==> src/rtl/ip_tx_rr_sched.sv <==
// Packet-locked 4:1 round-robin TLP scheduler with post-packet drain gap and grant timeout.
// Latency: grant one cycle after a request is sampled in IDLE; data/ready paths are combinational.
// Backpressure: tx_rdy is steered to the granted source only; a grant unserviced for c_TIMEOUT cycles is aborted.
module ip_tx_rr_sched #(
    parameter int c_DATA_WIDTH = 64,
    parameter int c_DRAIN      = 2,
    parameter int c_TIMEOUT    = 1024
) (
    input  logic                    clk,
    input  logic                    rstn,
    input  logic                    tx_val,
    input  logic [3:0]              tx_req_i,
    input  logic [c_DATA_WIDTH-1:0] tx_din_0,
    input  logic [c_DATA_WIDTH-1:0] tx_din_1,
    input  logic [c_DATA_WIDTH-1:0] tx_din_2,
    input  logic [c_DATA_WIDTH-1:0] tx_din_3,
    input  logic [3:0]              tx_sop_i,
    input  logic [3:0]              tx_eop_i,
    input  logic [3:0]              tx_dwen_i,
    output logic [3:0]              tx_rdy_o,
    output logic                    tx_req,
    output logic [c_DATA_WIDTH-1:0] tx_dout,
    output logic                    tx_sop,
    output logic                    tx_eop,
    output logic                    tx_dwen,
    input  logic                    tx_rdy,
    output logic [1:0]              gnt,
    output logic                    gnt_vld,
    output logic                    timeout_err
);

    localparam logic [1:0] S_IDLE  = 2'd0;
    localparam logic [1:0] S_GRANT = 2'd1;
    localparam logic [1:0] S_XFER  = 2'd2;
    localparam logic [1:0] S_DRAIN = 2'd3;

    localparam logic [15:0] TO_LAST = 16'(c_TIMEOUT - 1);
    localparam logic [3:0]  DR_LAST = 4'(c_DRAIN - 1);

    logic [1:0]  state_q, state_d;
    logic [1:0]  gnt_q, gnt_d;
    logic [1:0]  ptr_q, ptr_d;
    logic [15:0] wait_q, wait_d;
    logic [3:0]  drain_q, drain_d;
    logic        terr_q, terr_d;

    logic [1:0]  pick;
    logic [1:0]  idx;
    logic        sel_req;
    logic        sel_eop;

    assign sel_req = tx_req_i[gnt_q];
    assign sel_eop = tx_eop_i[gnt_q];

    // Round-robin search: scan ptr+3 down to ptr so the lowest offset from ptr wins.
    always_comb begin
        pick = ptr_q;
        idx  = 2'd0;
        for (int i = 3; i >= 0; i--) begin
            idx = ptr_q + 2'(i);
            if (tx_req_i[idx]) begin
                pick = idx;
            end
        end
    end

    // Next-state logic: grant, hold for the whole packet, drain, and abort stale grants.
    always_comb begin
        state_d = state_q;
        gnt_d   = gnt_q;
        ptr_d   = ptr_q;
        wait_d  = wait_q;
        drain_d = drain_q;
        terr_d  = 1'b0;
        case (state_q)
            S_IDLE: begin
                if (tx_val && (tx_req_i != 4'b0000)) begin
                    gnt_d   = pick;
                    wait_d  = 16'd0;
                    state_d = S_GRANT;
                end
            end
            S_GRANT: begin
                if (!sel_req) begin
                    // Source withdrew before its first beat: release and move priority on.
                    state_d = S_IDLE;
                    ptr_d   = gnt_q + 2'd1;
                end else if (tx_rdy && sel_eop) begin
                    state_d = S_DRAIN;
                    ptr_d   = gnt_q + 2'd1;
                    drain_d = 4'd0;
                end else if (tx_rdy) begin
                    state_d = S_XFER;
                end else if (wait_q == TO_LAST) begin
                    state_d = S_IDLE;
                    terr_d  = 1'b1;
                    ptr_d   = gnt_q + 2'd1;
                end else begin
                    wait_d = wait_q + 16'd1;
                end
            end
            S_XFER: begin
                // Once the first beat has moved the packet is committed; stalls never time out.
                if (tx_rdy && sel_eop) begin
                    state_d = S_DRAIN;
                    ptr_d   = gnt_q + 2'd1;
                    drain_d = 4'd0;
                end
            end
            S_DRAIN: begin
                if (drain_q == DR_LAST) begin
                    state_d = S_IDLE;
                end else begin
                    drain_d = drain_q + 4'd1;
                end
            end
            default: begin
                state_d = S_IDLE;
            end
        endcase
    end

    // State registers; reset discards any in-flight packet.
    always_ff @(posedge clk or negedge rstn) begin
        if (!rstn) begin
            state_q <= S_IDLE;
            gnt_q   <= 2'd0;
            ptr_q   <= 2'd0;
            wait_q  <= 16'd0;
            drain_q <= 4'd0;
            terr_q  <= 1'b0;
        end else begin
            state_q <= state_d;
            gnt_q   <= gnt_d;
            ptr_q   <= ptr_d;
            wait_q  <= wait_d;
            drain_q <= drain_d;
            terr_q  <= terr_d;
        end
    end

    assign gnt_vld     = (state_q == S_GRANT) || (state_q == S_XFER);
    assign gnt         = gnt_q;
    assign timeout_err = terr_q;

    // Combinational datapath steered by the current grant; control is gated outside GRANT/XFER.
    always_comb begin
        case (gnt_q)
            2'd1:    tx_dout = tx_din_1;
            2'd2:    tx_dout = tx_din_2;
            2'd3:    tx_dout = tx_din_3;
            default: tx_dout = tx_din_0;
        endcase
        tx_req   = 1'b0;
        tx_sop   = 1'b0;
        tx_eop   = 1'b0;
        tx_dwen  = 1'b0;
        tx_rdy_o = 4'b0000;
        if (gnt_vld) begin
            tx_req          = sel_req;
            tx_sop          = tx_sop_i[gnt_q];
            tx_eop          = sel_eop;
            tx_dwen         = tx_dwen_i[gnt_q];
            tx_rdy_o[gnt_q] = tx_rdy;
        end
    end

endmodule

==> config.mk <==
export PLATFORM = sky130hd
export DESIGN_NAME = ip_tx_rr_sched
export DESIGN_NICKNAME = d
export VERILOG_FILES = /design/src/rtl/ip_tx_rr_sched.sv
export SDC_FILE = /design/constraint.sdc
export NUM_CORES = 1
export LEC_CHECK = 0
export CORE_AREA = 2 2 136 138
export DETAILED_ROUTE_END_ITERATION = 10
export DIE_AREA = 0 0 138 140
export SLEW_MARGIN = 5
export SYNTH_ARGS = -nofsm -noshare
export SYNTH_HDL_FRONTEND = slang
export SYNTH_SLANG_ARGS = --single-unit
==> constraint.sdc <==
create_clock -name clk -period 3.4 [get_ports clk]
set_clock_uncertainty 0.05 [all_clocks]
set_input_delay 0.85 -clock clk [delete_from_list [all_inputs] [get_ports clk]]
set_output_delay 0.85 -clock clk [all_outputs]
set_load 0.01 [all_outputs]
==> results of run 1 <==
## synth_stat cells (6+ instances only)
| cell type | number | area, um2 |
|---|---|---|
| sky130_fd_sc_hd__nor2_1 | 6 | 22.5 |
| sky130_fd_sc_hd__and2_1 | 6 | 37.5 |
| sky130_fd_sc_hd__nand2_1 | 26 | 97.6 |
| sky130_fd_sc_hd__dfrtp_1 | 27 | 676 |
| sky130_fd_sc_hd__ha_1 | 12 | 150 |
| sky130_fd_sc_hd__nand3_1 | 10 | 50.1 |
| sky130_fd_sc_hd__and3_1 | 8 | 50.1 |
| sky130_fd_sc_hd__nand2b_1 | 9 | 56.3 |
| sky130_fd_sc_hd__or4_1 | 8 | 60.1 |
| sky130_fd_sc_hd__a21oi_1 | 10 | 50.1 |
| sky130_fd_sc_hd__inv_1 | 76 | 285 |
| sky130_fd_sc_hd__o21ai_0 | 17 | 85.1 |
| sky130_fd_sc_hd__nor3_1 | 6 | 30.0 |
| sky130_fd_sc_hd__mux2i_1 | 70 | 701 |
| sky130_fd_sc_hd__clkbuf_1 | 19 | 71.3 |
| sky130_fd_sc_hd__a222oi_1 | 64 | 641 |
| sky130_fd_sc_hd__buf_1 | 15 | 56.3 |
## layout make-up
| cell class | instances | area, um2 | share of cell area |
|---|---|---|---|
| diodes | 9 | 22.5 | 0.00294 |
| well taps | 229 | 287 | 0.0374 |
| clock buffers | 3 | 75.1 | 0.00980 |
| inverters | 76 | 285 | 0.0373 |
| repair buffers | 378 | 3820 | 0.498 |
| multi-input cells | 299 | 2490 | 0.325 |
| flip-flops and latches | 27 | 676 | 0.0882 |
| clock inverters | 1 | 7.51 | 0.000980 |
## metrics by stage
stage | setup WS, ps | power [mW] | cells | hold slack [ps] | util
final | 62.3 | 5.13 | 1022 | 475 | 0.431
after global routing | 18.3 | 5.43 | 1013 | 519 | 0.429
after CTS | 36.8 | 5.13 | 1013 | 476 | 0.429
after detailed placement | 46.5 | 4.83 | 1009 | 460 | 0.424
after global placement | 47.2 | 4.83 | 1009 | 453 | 0.424
after floorplan | 543 | 2.62 | 441 | 439 | -
## critical path, cell delays in order
cell and delay, ps:
sky130_fd_sc_hd__clkdlybuf4s50_1 390, sky130_fd_sc_hd__mux4_2 480, sky130_fd_sc_hd__and2_1 200, sky130_fd_sc_hd__clkdlybuf4s50_1 520
## registers in the layout, indices dropped and copies added, names as in the netlist, named ones only
signal and flops:
drain_q 4, timeout_err 1, state_q 1, ptr_q 2, wait_q 16, gnt 2
## cell usage in the layout, fill, tap and decap left out, types with 2 or more instances in the layout
master / Yosys / layout
sky130_fd_sc_hd__clkdlybuf4s50_1: 0 / 349
sky130_fd_sc_hd__inv_1: 76 / 76
sky130_fd_sc_hd__mux2i_1: 70 / 70
sky130_fd_sc_hd__a222oi_1: 64 / 64
sky130_fd_sc_hd__dfrtp_1: 27 / 27
sky130_fd_sc_hd__nand2_1: 26 / 26
sky130_fd_sc_hd__buf_4: 1 / 18
sky130_fd_sc_hd__o21ai_0: 17 / 17
sky130_fd_sc_hd__a21oi_1: 10 / 10
sky130_fd_sc_hd__nand3_1: 10 / 10
sky130_fd_sc_hd__diode_2: 0 / 9
sky130_fd_sc_hd__nand2b_1: 9 / 9
sky130_fd_sc_hd__and3_1: 8 / 8
sky130_fd_sc_hd__or4_1: 8 / 8
sky130_fd_sc_hd__ha_1: 12 / 8
sky130_fd_sc_hd__buf_12: 0 / 7
sky130_fd_sc_hd__and2_1: 6 / 6
sky130_fd_sc_hd__nor3_1: 6 / 6
sky130_fd_sc_hd__nor2_1: 6 / 6
sky130_fd_sc_hd__o31ai_1: 5 / 5
sky130_fd_sc_hd__nand3b_1: 4 / 4
sky130_fd_sc_hd__o221ai_1: 4 / 4
sky130_fd_sc_hd__mux4_1: 3 / 3
sky130_fd_sc_hd__a22oi_1: 3 / 3
sky130_fd_sc_hd__o21a_1: 3 / 3
sky130_fd_sc_hd__o22ai_1: 3 / 3
sky130_fd_sc_hd__a31oi_1: 3 / 3
sky130_fd_sc_hd__ha_2: 0 / 3
sky130_fd_sc_hd__clkbuf_16: 0 / 3
sky130_fd_sc_hd__and4_1: 2 / 2
sky130_fd_sc_hd__nor4_1: 2 / 2
sky130_fd_sc_hd__dlymetal6s2s_1: 0 / 2
sky130_fd_sc_hd__buf_6: 3 / 2
## how the worst max path moves through the flow
stage | startpoint | endpoint | slack (ps) | depth (start not counted)
after CTS | tx_req_i[1] | tx_req | 40 | 4
after global placement | tx_req_i[1] | tx_req | 50 | 4
after floorplan | gnt[0]$_DFFE_PN0P_ | tx_dout[0] | 540 | 6
after detailed placement | tx_req_i[1] | tx_req | 50 | 4
after global routing | tx_eop_i[3] | tx_eop | 20 | 4
final | tx_eop_i[3] | tx_eop | 60 | 4
## per-layer routing
metal	global-route usage	vias up	wire length, um
met4	0.0306	4	257
met5	0	-	27
met1	0.280	2390	9600
met2	0.348	241	10000
li1	-	2420	-
met3	0.0920	22	2520
## cell families (layout without fill, tap and decap cells)
logic type | Yosys count | in the layout
compound gates | 121 | 121
buf+inv | 115 | 458
simple gates | 91 | 91
mux | 75 | 75
flops | 27 | 27
fa+ha+maj | 12 | 12
other cells | 0 | 9
## power by group
group          internal, mW  total (mW)  switching [mW]
clock network         0.160       0.282           0.121
logic                  2.30        4.36            2.06
registers             0.398       0.489          0.0910
## what timing repair did
action                                  in CTS  in global routing
gates resized for setup                      0                  4
endpoints found under the setup margin       0                  6
hold buffers                                 0                  0
endpoints found under the hold margin        0                  0
==> reports/results.txt, run 1 <==
Root buffer selected by CTS -> sky130_fd_sc_hd__clkbuf_16
Power Density -> 670 nW/um2
Routability Congestion -> 0.914
Startpoint of the worst register-to-register path -> gnt[0]$_DFFE_PN0P_
Measured slew at the worst slew-check pin -> 571 ps
Number of buffers added for setup after CTS -> 0
Result of the run -> completed
Clock transition at the registers of the reported paths -> 70 ps
Worst Hold Path EP -> drain_q[3]$_DFFE_PN0P_
Total negative slack for setup checks -> 0 ps
Number of DRC violations after detailed-routing iteration 0 -> 456
Combinational family with the most area after synthesis -> compound AO/OA/AOI/OAI gates
Die span in y -> 140 um
Count of unique library cells instantiated by Yosys -> 45
Lkg Pwr -> 3.21 nW
Floorplan die area -> 19300 um2
Post-synthesis area per instance -> 8.17 um2
Placed wire-length estimate after detailed placement -> 18200 um
Via count of the first global-routing pass -> 4985
Via density per instance -> 4.97
Share of the cycle needed by the critical path after routing -> 0.982
Synthesized-area fraction occupied by ao, oa, aoi and oai cells -> 0.280
Cell depth of the worst min-delay path -> 1
Routed wire length per instance -> 22.0 um
Total number of vias -> 5077
Total DRC errors in the routed layout -> 0
Number of filler instances in the final layout -> 1725
Number of warnings printed during yosys synthesis -> 0
TritonCTS clock tree -> built
Maximum VDD drop -> 0.438 mV
1st-pass router iterations -> 6
Reg2reg end -> wait_q[12]$_DFFE_PN0P_
Endpoint arrival time on the critical path -> 2440 ps
Pin count of the biggest net entering global routing -> 40
Remaining global-route overflow -> 0
Count of nets left with antenna violations after detail routing -> 0
Max-slew headroom at the worst pin -> 0.619
Simple-gate portion of the synthesized area -> 0.138
Antenna violations before repair -> 9
Nature of the critical path startpoint -> input pin
Ys async rst share -> 1.00
RSZ-0062 raised after global routing -> false
Required time at the worst-slack endpoint -> 2500 ps
Total wire length after detailed routing -> 22500 um
DP Area -> 7540 um2
Wire length of the first global-routing pass -> 32500 um
Core Region -> 17800 um2
R2R depth -> 7
Maximum frequency from static timing analysis -> 0.300 GHz
Global-route usage over all layers -> 0.217
Part of the Yosys area used for sequential elements -> 0.188
Final Hold Fails -> 0
Sinks on the clock net -> 27
EDFF count, synth -> 0
Crit Path Class -> in2out
Register-to-Register Setup Slack -> 940 ps
Number of placement rows -> 49
Maximum root-to-sink buffer count -> 2
Count of input and output buffers -> 351
Worst hold path type -> reg2reg
Pins over their slew limit -> 0
Total of max-cap violations -> 0
Clock H-tree levels -> 1
Hold path startpoint -> drain_q[3]$_DFFE_PN0P_
Total number of nets in the final design -> 1073
Post-Syn Nets -> 729
Largest driver fanout on the critical path -> 2
Flip-flop and latch count after synthesis -> 27
Area of all placed cells without fillers -> 7660 um2
Share of post-route cells with drive strength above 1 -> 0.0485
Number of buffers inserted during clock tree synthesis -> 3
Share of the synthesized netlist area taken by xor and xnor gates -> 0
Final setup violating endpoints -> 0
Dominant register cell in the synthesized netlist -> sky130_fd_sc_hd__dfrtp_1
Width of the die -> 138 um
Summed instance area of the synthesized netlist -> 3600 um2
CP endpoint kind -> primary output
Top-level I/O count -> 352
Post-synthesis mux area share -> 0.226
Clock insertion delay at the later pin of the skew report -> 270 ps
Share of synthesized cell area in full adder, half adder and majority cells -> 0.0417
Gate count of the mapped netlist -> 441
Area added between synthesis and finish -> 112%
Starting density of the core -> 0.203
Final min period -> 3340 ps
No activity file was read; power rests on OpenSTA's default activity.
==> run 2, diff against run 1 <==
--- a/config.mk
+++ b/config.mk
@@ -5,9 +5,10 @@
 export SDC_FILE = /design/constraint.sdc
 export NUM_CORES = 1
 export LEC_CHECK = 0
-export CORE_AREA = 2 2 136 138
+export CORE_AREA = 2 2 135 137
 export DETAILED_ROUTE_END_ITERATION = 10
-export DIE_AREA = 0 0 138 140
+export DIE_AREA = 0 0 137 139
+export SKIP_CTS_REPAIR_TIMING = 1
 export SLEW_MARGIN = 5
 export SYNTH_ARGS = -nofsm -noshare
 export SYNTH_HDL_FRONTEND = slang
==> constraint.sdc (replaced) <==
create_clock -name clk -period 2.7 [get_ports clk]
set_clock_uncertainty 0.05 [all_clocks]
set_input_delay 0.675 -clock clk [delete_from_list [all_inputs] [get_ports clk]]
set_output_delay 0.675 -clock clk [all_outputs]
set_load 0.01 [all_outputs]
==> run 2 against run 1 <==
  * Sequential share of layout area decreased by 0.47 points
  * Largest cell class unchanged
  * Global-route usage increased by 0.27 points
  * Highest routed layer unchanged
  * The flow now finishes with violations (negative setup slack)
  * First-iteration DRC count increased by 2.0%
==> reports/results.txt, run 2 (synthesis gave the netlist of run 1 again) <==
Number of placement rows -> 49 (unchanged)
Placed wire-length estimate after detailed placement -> 18900 um (+4.0%)
Floorplan die area -> 19000 um2 (-1.4%)
TritonCTS clock tree -> built
Count of input and output buffers -> 351 (unchanged)
Setup WS post-layout -> -167 ps (-229 ps)
Tightest hold margin -> 490 ps (+15.7 ps)
Clock H-tree levels -> 1 (unchanged)
Total number of nets in the final design -> 1116 (+4.0%)
Slowest-stage cell, CP -> sky130_fd_sc_hd__dfrtp_2
Root buffer selected by CTS -> sky130_fd_sc_hd__clkbuf_16
Total DRC errors in the routed layout -> 0 (unchanged)
Routability Congestion -> 0.870 (-4.8%)
Measured slew at the worst slew-check pin -> 481 ps (-90.5 ps)
Overall power of the completed layout -> 7.18 mW (+40%)
Width of the die -> 137 um (-0.72%)
First element of the critical path -> gnt[0]$_DFFE_PN0P_
Clock transition at the registers of the reported paths -> 70 ps (about the same)
Clock insertion delay at the later pin of the skew report -> 270 ps (about the same)
Remaining global-route overflow -> 0 (unchanged)
Pin count of the biggest net entering global routing -> 37 (-7.5%)
Total number of vias -> 5211 (+2.6%)
Number of DRC violations after detailed-routing iteration 0 -> 465 (+2.0%)
Lkg Pwr -> 3.90 nW (+21%)
Global-route usage over all layers -> 0.220 (+0.00266)
Final min period -> 2870 ps
Required time at the worst-slack endpoint -> 1980 ps (-520 ps)
Wire length of the first global-routing pass -> 31300 um (-3.7%)
Leading cell type in the layout, fill and taps excluded -> sky130_fd_sc_hd__clkdlybuf4s50_1
Via count of the first global-routing pass -> 4994 (+0.18%)
Maximum root-to-sink buffer count -> 2 (unchanged)
Share of the cycle needed by the critical path after routing -> 1.06
Core Region -> 17700 um2 (-0.69%)
Max stage delay on crit path -> 430 ps (-90 ps)
Maximum frequency from static timing analysis -> 0.349 GHz
Max-slew headroom at the worst pin -> 0.679 (+0.0603)
Leading cell types in the layout, fill and taps excluded -> 277 x sky130_fd_sc_hd__clkdlybuf4s50_1, 75 x sky130_fd_sc_hd__inv_1, 64 x sky130_fd_sc_hd__a222oi_1, 64 x sky130_fd_sc_hd__mux2i_1, 58 x sky130_fd_sc_hd__buf_4
Routed wire length per instance -> 22.2 um (+0.84%)
Result of the run -> finished with violations
Final Hold Fails -> 0 (unchanged)
Pins over their slew limit -> 0 (unchanged)
Antenna violations before repair -> 5 (-4)
Total of max-cap violations -> 0 (unchanged)
Maximum VDD drop -> 0.543 mV (+24%)
Failing checks -> negative setup slack
Area added between synthesis and finish -> 125%
Hold path startpoint -> drain_q[2]$_DFFE_PN0P_
Nature of the critical path startpoint -> flop
Endpoint arrival time on the critical path -> 2140 ps (-300 ps)
Reg with most FFs -> wait_q
Largest driver fanout on the critical path -> 11 (+9)
Share of post-route cells with drive strength above 1 -> 0.161 (+0.112)
CP endpoint kind -> primary output
R2R depth -> 8 (+1)
Most numerous cell on the critical path -> sky130_fd_sc_hd__buf_4
Top-level I/O count -> 352 (unchanged)
Final setup violating endpoints -> 33 (+33)
Regs by FF count -> wait_q x16, drain_q x4
Starting density of the core -> 0.204 (+0.00141)
RSZ-0062 raised after global routing -> true
Cell depth of the worst min-delay path -> 1 (unchanged)
Power Density -> 885 nW/um2 (+32%)
Crit Path Class -> reg2out
Startpoint of the worst register-to-register path -> gnt[0]$_DFFE_PN0P_
Total wire length after detailed routing -> 23500 um (+4.6%)
Pre-CTS setup slack -> -374 ps (-421 ps)
Die span in y -> 139 um (-0.71%)
Number of buffers inserted during clock tree synthesis -> 3 (unchanged)
Sinks on the clock net -> 27 (unchanged)
Multi-input logic area -> 2560 um2 (+2.9%)
Worst path cell trace -> buf_4 > ha_4 > buf_12 > buf_12 > a222oi_1 > mux2i_2 > buf_4 > buf_4
Worst hold path type -> reg2reg
Max reg flops -> 16 (unchanged)
Via density per instance -> 4.92 (-1.0%)
1st-pass router iterations -> 7 (+1)
Count of nets left with antenna violations after detail routing -> 0 (unchanged)
Register area -> 677 um2 (+0.19%)
Number of filler instances in the final layout -> 1803 (+4.5%)
==> run 2: area by class of cell <==
type | count | share of cell area
clock buffers | 3 | 0.00926
flip-flops and latches | 27 | 0.0835
well taps | 229 | 0.0354
diodes | 4 | 0.00123
multi-input cells | 299 | 0.316
repair buffers | 421 | 0.519
clock inverters | 1 | 0.000617
inverters | 76 | 0.0352
==> run 2: path summary, 6_finish.rpt <==
check | endpoint | slack (ps)
max | tx_dout[61] | -170
max in group asynchronous | gnt[0]$_DFFE_PN0P_ | 1580
min reg2reg | drain_q[2]$_DFFE_PN0P_ | 490
min | drain_q[2]$_DFFE_PN0P_ | 490
max reg2reg | wait_q[3]$_DFFE_PN0P_ | 140
min in group asynchronous | wait_q[15]$_DFFE_PN0P_ | 730
==> run 2: routing by layer <==
| metal | wire (um) | vias to the layer above | track usage |
|---|---|---|---|
| met2 | 10300 | 227 | 0.337 |
| met4 | 259 | 2 | 0.0298 |
| met1 | 9770 | 2465 | 0.285 |
| li1 | - | 2498 | - |
| met5 | 10 | - | 0 |
| met3 | 3120 | 19 | 0.107 |
==> run 2: metrics by stage <==
stage           util  cells  cell area (um2)  TNS (ps)
2_1_floorplan      -    441             3600         0
3_3_place_gp   0.442   1037             7800    -11070
3_5_place_dp   0.442   1037             7800    -11020
4_1_cts        0.447   1041             7890    -19980
5_1_grt        0.459   1059             8100     -5060
6_report       0.459   1060             8110     -1460
==> run 2: worst max-delay path: cells and delay by family, from the launching register on <==
| family | cells | cell delay [ps] |
|---|---|---|
| flip-flops | 1 | 430 |
| multiplexers | 1 | 200 |
| buffers and inverters | 5 | 730 |
| adder cells (fa/ha/maj) | 1 | 160 |
| AO/OA/AOI/OAI | 1 | 340 |
==> run 2: report_power, final <==
group	internal, mW	switching (mW)
registers	0.503	0.116
clock network	0.200	0.148
logic	3.21	3.00
total	3.91	3.26
